[config.mk]
export PLATFORM = sky130hd
export DESIGN_NAME = parity_frame_rx
export DESIGN_NICKNAME = d
export VERILOG_FILES = /design/src/rtl/parity_rx_pkg.sv /design/src/rtl/parity_acc.sv /design/src/rtl/parity_frame_rx.sv
export SDC_FILE = /design/constraint.sdc
export NUM_CORES = 1
export LEC_CHECK = 0
export CAP_MARGIN = 20
export CORE_MARGIN = 2
export CORE_UTILIZATION = 35
export DETAILED_ROUTE_END_ITERATION = 12
export PLACE_DENSITY = 0.53
export SLEW_MARGIN = 5
export SYNTH_ARGS = -nofsm -noshare
export SYNTH_HDL_FRONTEND = slang
export SYNTH_SLANG_ARGS = --single-unit
[constraint.sdc]
create_clock -name clk -period 1.4 [get_ports clk]
set_input_delay 0.14 -clock clk [delete_from_list [all_inputs] [get_ports clk]]
set_output_delay 0.14 -clock clk [all_outputs]
set_load 0.01 [all_outputs]
[src/rtl/parity_rx_pkg.sv]
// -----------------------------------------------------------------------------
// parity_rx_pkg
// Shared definitions for the parity-framed serial receiver and its helpers.
//   rx_state_t      : receiver FSM states (IDLE, DATA, PARITY, STOP)
//   DEFAULT_DATA_W  : default number of data bits per frame
//   cnt_width()     : width of a counter that must reach the value w
// -----------------------------------------------------------------------------
package parity_rx_pkg;

  typedef enum logic [1:0] {
    IDLE   = 2'd0,
    DATA   = 2'd1,
    PARITY = 2'd2,
    STOP   = 2'd3
  } rx_state_t;

  localparam int DEFAULT_DATA_W = 8;

  // The bit counter has to hold the value w itself (it counts up to the full
  // word length without wrapping), hence w+1 distinct values.
  function automatic int cnt_width(input int w);
    return $clog2(w + 1);
  endfunction

endpackage

[src/rtl/parity_acc.sv]
// -----------------------------------------------------------------------------
// parity_acc
// Running XOR accumulator over a serial bit stream. Kept separate so that a
// future parity transmitter can reuse the same block.
//   clk     : clock, state updates on rising edge
//   rst_n   : asynchronous active-low reset, clears the accumulator
//   clear   : synchronous clear (takes priority over enable)
//   enable  : fold bit_in into the accumulator this cycle
//   bit_in  : serial bit to accumulate
//   parity  : current XOR of all bits accumulated since the last clear
// -----------------------------------------------------------------------------
module parity_acc (
  input  logic clk,
  input  logic rst_n,
  input  logic clear,
  input  logic enable,
  input  logic bit_in,
  output logic parity
);

  // Clear wins over enable so that a start-of-frame clear is never polluted
  // by a bit that happens to arrive on the same strobe.
  always_ff @(posedge clk or negedge rst_n) begin
    if (!rst_n) begin
      parity <= 1'b0;
    end else if (clear) begin
      parity <= 1'b0;
    end else if (enable) begin
      parity <= parity ^ bit_in;
    end
  end

endmodule

[src/rtl/parity_frame_rx.sv]
// -----------------------------------------------------------------------------
// parity_frame_rx
// Serial frame receiver: start bit (0), DATA_W data bits LSB first, one
// parity bit, one stop bit (1). Bits arrive one per cycle in which sin_valid
// is high; arbitrary gaps between strobes are allowed.
//   Parameters
//     DATA_W      : data bits per frame (1..16)
//     PARITY_ODD  : 0 = even parity, 1 = odd parity
//   Ports
//     clk         : clock, all state updates on rising edge
//     rst_n       : asynchronous active-low reset
//     sin         : serial line bit, sampled only when sin_valid=1
//     sin_valid   : bit strobe
//     data_out    : last received data word (held until next frame)
//     data_valid  : one-cycle pulse, a frame completed
//     parity_err  : parity status of the frame flagged by data_valid
//     frame_err   : stop-bit status of the frame flagged by data_valid
//     busy        : high while a frame is in progress
// All outputs come straight from flops.
// -----------------------------------------------------------------------------
module parity_frame_rx
  import parity_rx_pkg::*;
#(
  parameter int DATA_W     = DEFAULT_DATA_W,
  parameter int PARITY_ODD = 0
) (
  input  logic              clk,
  input  logic              rst_n,
  input  logic              sin,
  input  logic              sin_valid,
  output logic [DATA_W-1:0] data_out,
  output logic              data_valid,
  output logic              parity_err,
  output logic              frame_err,
  output logic              busy
);

  localparam int                CNT_W        = cnt_width(DATA_W);
  localparam logic [CNT_W-1:0]  LAST_BIT     = CNT_W'(DATA_W - 1);
  localparam logic              PARITY_SENSE = (PARITY_ODD != 0);

  rx_state_t         state;
  logic [CNT_W-1:0]  bit_cnt;
  logic [DATA_W-1:0] shift_reg;
  logic              acc_clear;
  logic              acc_enable;
  logic              acc_parity;

  // Bits arrive LSB first, so each new bit enters at the MSB end and the
  // register shifts right; after DATA_W bits the first one sits at bit 0.
  // Written without a part-select so that DATA_W=1 stays legal.
  function automatic logic [DATA_W-1:0] shift_in(input logic [DATA_W-1:0] cur,
                                                 input logic              b);
    logic [DATA_W-1:0] nxt;
    nxt             = cur >> 1;
    nxt[DATA_W-1]   = b;
    return nxt;
  endfunction

  // The accumulator restarts on a recognised start bit and folds in every
  // data bit and the parity bit; the stop bit is deliberately excluded.
  assign acc_clear  = sin_valid && (state == IDLE) && !sin;
  assign acc_enable = sin_valid && ((state == DATA) || (state == PARITY));

  parity_acc u_parity_acc (
    .clk    (clk),
    .rst_n  (rst_n),
    .clear  (acc_clear),
    .enable (acc_enable),
    .bit_in (sin),
    .parity (acc_parity)
  );

  // Receiver FSM with registered outputs. Nothing moves unless sin_valid is
  // high. On the stop bit the frame result is loaded into the output flops
  // and the FSM drops straight back to IDLE, so the strobe immediately after
  // the stop bit may already carry the next start bit. A low stop bit is
  // consumed as the stop bit (frame_err) and is never mistaken for a start.
  always_ff @(posedge clk or negedge rst_n) begin
    if (!rst_n) begin
      state      <= IDLE;
      bit_cnt    <= '0;
      shift_reg  <= '0;
      data_out   <= '0;
      data_valid <= 1'b0;
      parity_err <= 1'b0;
      frame_err  <= 1'b0;
      busy       <= 1'b0;
    end else begin
      data_valid <= 1'b0;
      if (sin_valid) begin
        case (state)
          IDLE: begin
            if (!sin) begin
              state   <= DATA;
              bit_cnt <= '0;
              busy    <= 1'b1;
            end
          end
          DATA: begin
            shift_reg <= shift_in(shift_reg, sin);
            bit_cnt   <= bit_cnt + CNT_W'(1);
            if (bit_cnt == LAST_BIT) begin
              state <= PARITY;
            end
          end
          PARITY: begin
            state <= STOP;
          end
          STOP: begin
            data_out   <= shift_reg;
            data_valid <= 1'b1;
            parity_err <= (acc_parity != PARITY_SENSE);
            frame_err  <= !sin;
            busy       <= 1'b0;
            state      <= IDLE;
          end
          default: begin
            state <= IDLE;
            busy  <= 1'b0;
          end
        endcase
      end
    end
  end

endmodule

# Word level (Yosys, flattened, before mapping)
# Cells that the tools add are included.
totals:
  wordCells: 42
  output_inout_bits: 12
  input_bits: 4
  register_bits: 27
op_classes:
  muxes: 11
  bitwise: 1
  eq_ne: 6
  addsub: 1
  n_reduce_logical: 14
ops:
  columns: ["op", "n"]
  rows:
  - ["$reduce_and A3 Y1", 3]
  - ["$pmux W2 S4", 1]
  - ["$pmux W4 S2", 1]
  - ["$reduce_bool A2 Y1", 3]
  - ["$mux W1", 5]
  - ["$add A4 B1 Y4 const B", 1]
  - ["$eq A2 B2 Y1 const B", 2]
  - ["$eq A4 B3 Y1 const B", 1]
  - ["$mux W2", 2]
  - ["$mux W4", 1]
  - ["$reduce_and A2 Y1", 2]
  - ["$logic_and A1 B1 Y1", 3]
  - ["$eq A2 B1 Y1 const B", 1]
  - ["$logic_not A2 Y1", 1]
  - ["$ne A2 B1 Y1 const B", 1]
  - ["$ne A2 B2 Y1 const B", 1]
  - ["$pmux W1 S2", 1]
  - ["$logic_not A1 Y1", 1]
  - ["$logic_or A1 B1 Y1", 1]
  - ["$xor A1 B1 Y1", 1]

# Depth between registers and ports, before layout
logic_depth:
  ltp_word: 5
  ltp_mapped: 5
  depth_no_buf: 5

# Hierarchy
# A second synthesis with hierarchy kept.
hier_totals:
  cells_unflattened: 86
  hier_area_um2: 1186.1
modules_own_cells:
  columns: ["mod", "seq_area_each_um2", "cells_each", "instances", "area_per_inst_um2"]
  rows:
  - ["parity_frame_rx", 650.6, 82, 1, 1134.8]
  - ["parity_acc", 25.0, 4, 1, 51.3]

# Least setup slack after synthesis
# No wires, ideal clock.
synth_timing:
  path_kind: "flip-flop to flip-flop"
  from: "register state[0]"
  to: "register state[1]"
  slack_ns: -0.115
  stages_incl_launch_ff: 6
  setup_time_ns: 0.128
  synth_period_minus_slack_ns: 1.515
  required_time_ns: 1.272
  path_buffers: 0
  arrival_time_ns: 1.387
  cell_sequence: "dfrtp_1 inv_1 ha_1 a21boi_2 a21boi_2 mux2_1"
synth_via:
  elab_chain_len: 3
  word_cells_on_any_way: 8
  classes_between: "5 x eq/ne; 1 x mux; 2 x reduce/logical"
synth_rtl:
  columns: ["item", "line_no", "source"]
  rows:
  - ["start, declared", "parity_frame_rx.sv:42", "rx_state_t state;"]
  - ["start signal, assigned", "parity_frame_rx.sv:81", "state <= IDLE;"]
  - ["start signal, assigned", "parity_frame_rx.sv:95", "state <= DATA;"]
  - ["start signal, assigned", "parity_frame_rx.sv:104", "state <= PARITY;"]
  - ["$eq A2 B1 Y1 / $logic_not A2 Y1 (equally long branches)", "parity_frame_rx.sv:92", "case (state)"]
  - ["$ne A2 B1 Y1 (no source line) / $ne A2 B2 Y1 (equally long branches)", null, null]
  - ["$reduce_and A3 Y1 (no source line)", null, null]
# Several ways; a longest one is shown, not always the timed one.
# A chain may end at the register's enable or synchronous reset.

# Worst setup path in the final report
# Ends and elaborated chain as after synthesis.

==> impl_metrics.yaml <==
final_layout:
  final_util: 0.513
  final_cell_mix: "27 x dfrtp_1, 17 x mux2_2, 16 x buf_4"
  drive_above_1_share: 0.409
  num-nets-final: 138
  fillers: 321
  seqCellArea_sq_um: 676
  multi_input_comb_area_sq_um: 556
  diodes: 0
  final_common_cell: "dfrtp_1"
  area_delta_synth_final_pct: 42.2
floorplanning:
  start_util: 0.361
  ios: 16
  core_area_sq_um: 3310
  die_w_microns: 62.4
  dieArea_sq_um: 3890
  die_y_microns: 62.4
  row_count: 21
sta:
  slew_headroom: 0.769
  layout_setup_ws_ns: -0.0435
  timing.final.crit_share: 1.03
  setup_viol: 5
  hold_ws_ns: 0.178
  finalMaxSlewViolations: 0
  worst_pin_slew_ns: 0.346
  fmax_ghz: 0.693
  finalHoldViolations: 0
  rsz0062_at_grt: "yes"
  setup_tns_ns: -0.0811
  skew_ns: 0.00326
  min_period_ns: 1.44
hold_path:
  min_path_type: "input pin to asynchronous set/reset pin"
job:
  maxCapViolations: 0
grt:
  antenna_found_initial: 0
  grt_max_degree: 28
  grt_use_total: 0.112
  grt_pass1_vias: 783
  grt_pass1_wl_mm: 3.46
  grt_remaining_overflow: 0
detailed_routing:
  wl_met2_mm: 1.08
  routedWlPerCell_microns: 11.8
  route.detailed.drc: 0
  top_layer_used: "met4"
  first_pass_iters: 3
  met1_length_microns: 900
  wl_met3_microns: 47
  ant_nets: 0
  vias_per_cell: 4.64
  drt_wl_total_mm: 2.05
  drt_iter0_markers: 22
  vias: 802
yosys:
  syn-num-nets: 100
  syn_avg_cell_area_sq_um: 13.3
  synth_area_leaders: "dfrtp_1 57%, mux2_2 16%, ha_1 6.3%"
  synth_seq_area_share: 0.566
  synth_area_sq_um: 1190
  synth-seq-cells: 27
  synth_cells: 90
  netlist.area_leader.share: 0.566
  yosys_warnings: 0
  synth_top_area_cell: "dfrtp_1"
  yosysUniqueCellTypes: 24
clock_tree:
  cts_made_buffers: 3
  clk_pin_slew_ns: 0.14
  clk_path_buf_depth: 2
  cts_tree: "built"
  clock-sinks: 27
  root_buffer: "clkbuf_4"
  clk-insertion-delay-late_ns: 0.31
  htreeDepth: 1
power:
  power_leakage_nw: 0.916
  vdd_ir_drop_max_mv: 0.931
  powerDensity_nw_per_um2: 2050
  finalPower_w: 0.00348
worst_setup_path:
  required_ns: 1.62
  start_kind: "flip-flop"
  reg2reg_from: "state[0]"
  cp.arrival_ns: 1.66
  crit_path_max_fanout: 4
  worst-setup-path-type: "flip-flop to flip-flop"
  crit_path_end_kind: "flip-flop"
  cp-startpoint: "state[0]"
outcome:
  outcome: "complete, but fails checks"
  violations: "negative setup slack"
placed_design:
  dp_worst_setup_slack_ns: -0.152
  globalplace.congestion: 0.794
  dp.final_hpwl_mm: 1.39
  port_buffers: 15
==> stage by stage <==
stage | instance area [sq um] | cells
detailed placement | 1500 | 160
CTS | 1560 | 166
global placement | 1500 | 160
floorplan | 1200 | 90
global route | 1700 | 173
finish | 1700 | 173
==> kinds of logic (layout without fill, tap and decap cells) <==
family,after synthesis,in the layout,share of synthesized area
AO/OA/AOI/OAI,11,11,0.0744
AND/OR/NAND/NOR,19,19,0.0818
buffers and inverters,6,43,0.0199
multiplexers,21,21,0.195
adder cells (fa/ha/maj),6,6,0.0629
flip-flops,27,27,0.566
==> per-layer routing <==
metal,GRT usage,vias to the layer above
met3,0.0216,2
li1,-,387
met2,0.202,10
met1,0.133,403
met4,0.0417,0
met5,0,-
==> cell type report <==
| class | count | share of cell area |
|---|---|---|
| clock buffers | 3 | 0.0133 |
| repair buffers | 34 | 0.214 |
| inverters | 5 | 0.0111 |
| multi-input cells | 57 | 0.327 |
| flip-flops and latches | 27 | 0.398 |
| clock inverters | 1 | 0.00295 |
| well taps | 46 | 0.0339 |
==> power by group <==
group / switching [W] / internal, W
registers: 0.000210 / 0.00113
clock network: 0.000222 / 0.000107
logic: 0.000671 / 0.00114
==> critical path: stages (launching register included) <==
cell and delay (ns):
dfrtp_1 0.43, inv_2 0.07, ha_4 0.17, a21boi_2 0.16, a21boi_4 0.21, mux2_4 0.31
==> synth_stat cells, drive strengths merged <==
library cell	number
nand4	1
mux2i	3
nand2b	3
ha	6
nor2	1
nand3b	1
o21ai	3
a22o	2
a2bb2oi	1
dfrtp	27
a21boi	3
or2	1
o221ai	1
buf	1
mux2	18
o2bb2ai	1
nand3	2
and3	1
and2	1
nor2b	1
inv	5
nand2	7
==> what timing repair did <==
item                                    in CTS  in global routing
buffers inserted                             2                  6
endpoints found under the setup margin       4                 34
pin swaps                                    1                  3
gates cloned                                 0                  1
gates resized for setup                      4                 20
hold buffers                                 0                  0
==> final timing paths <==
path,endpoint,slack (ns),cells after the start
worst min register to register,data_out[0],0.52,1
worst min-delay path,data_out[1],0.18,2
max in group asynchronous,data_out[4],0.96,2
worst max-delay path,state[1],-0.04,5
worst max register to register,state[1],-0.04,5
min in group clk,data_out[0],0.52,1
No activity file was read; power rests on OpenSTA's default activity.
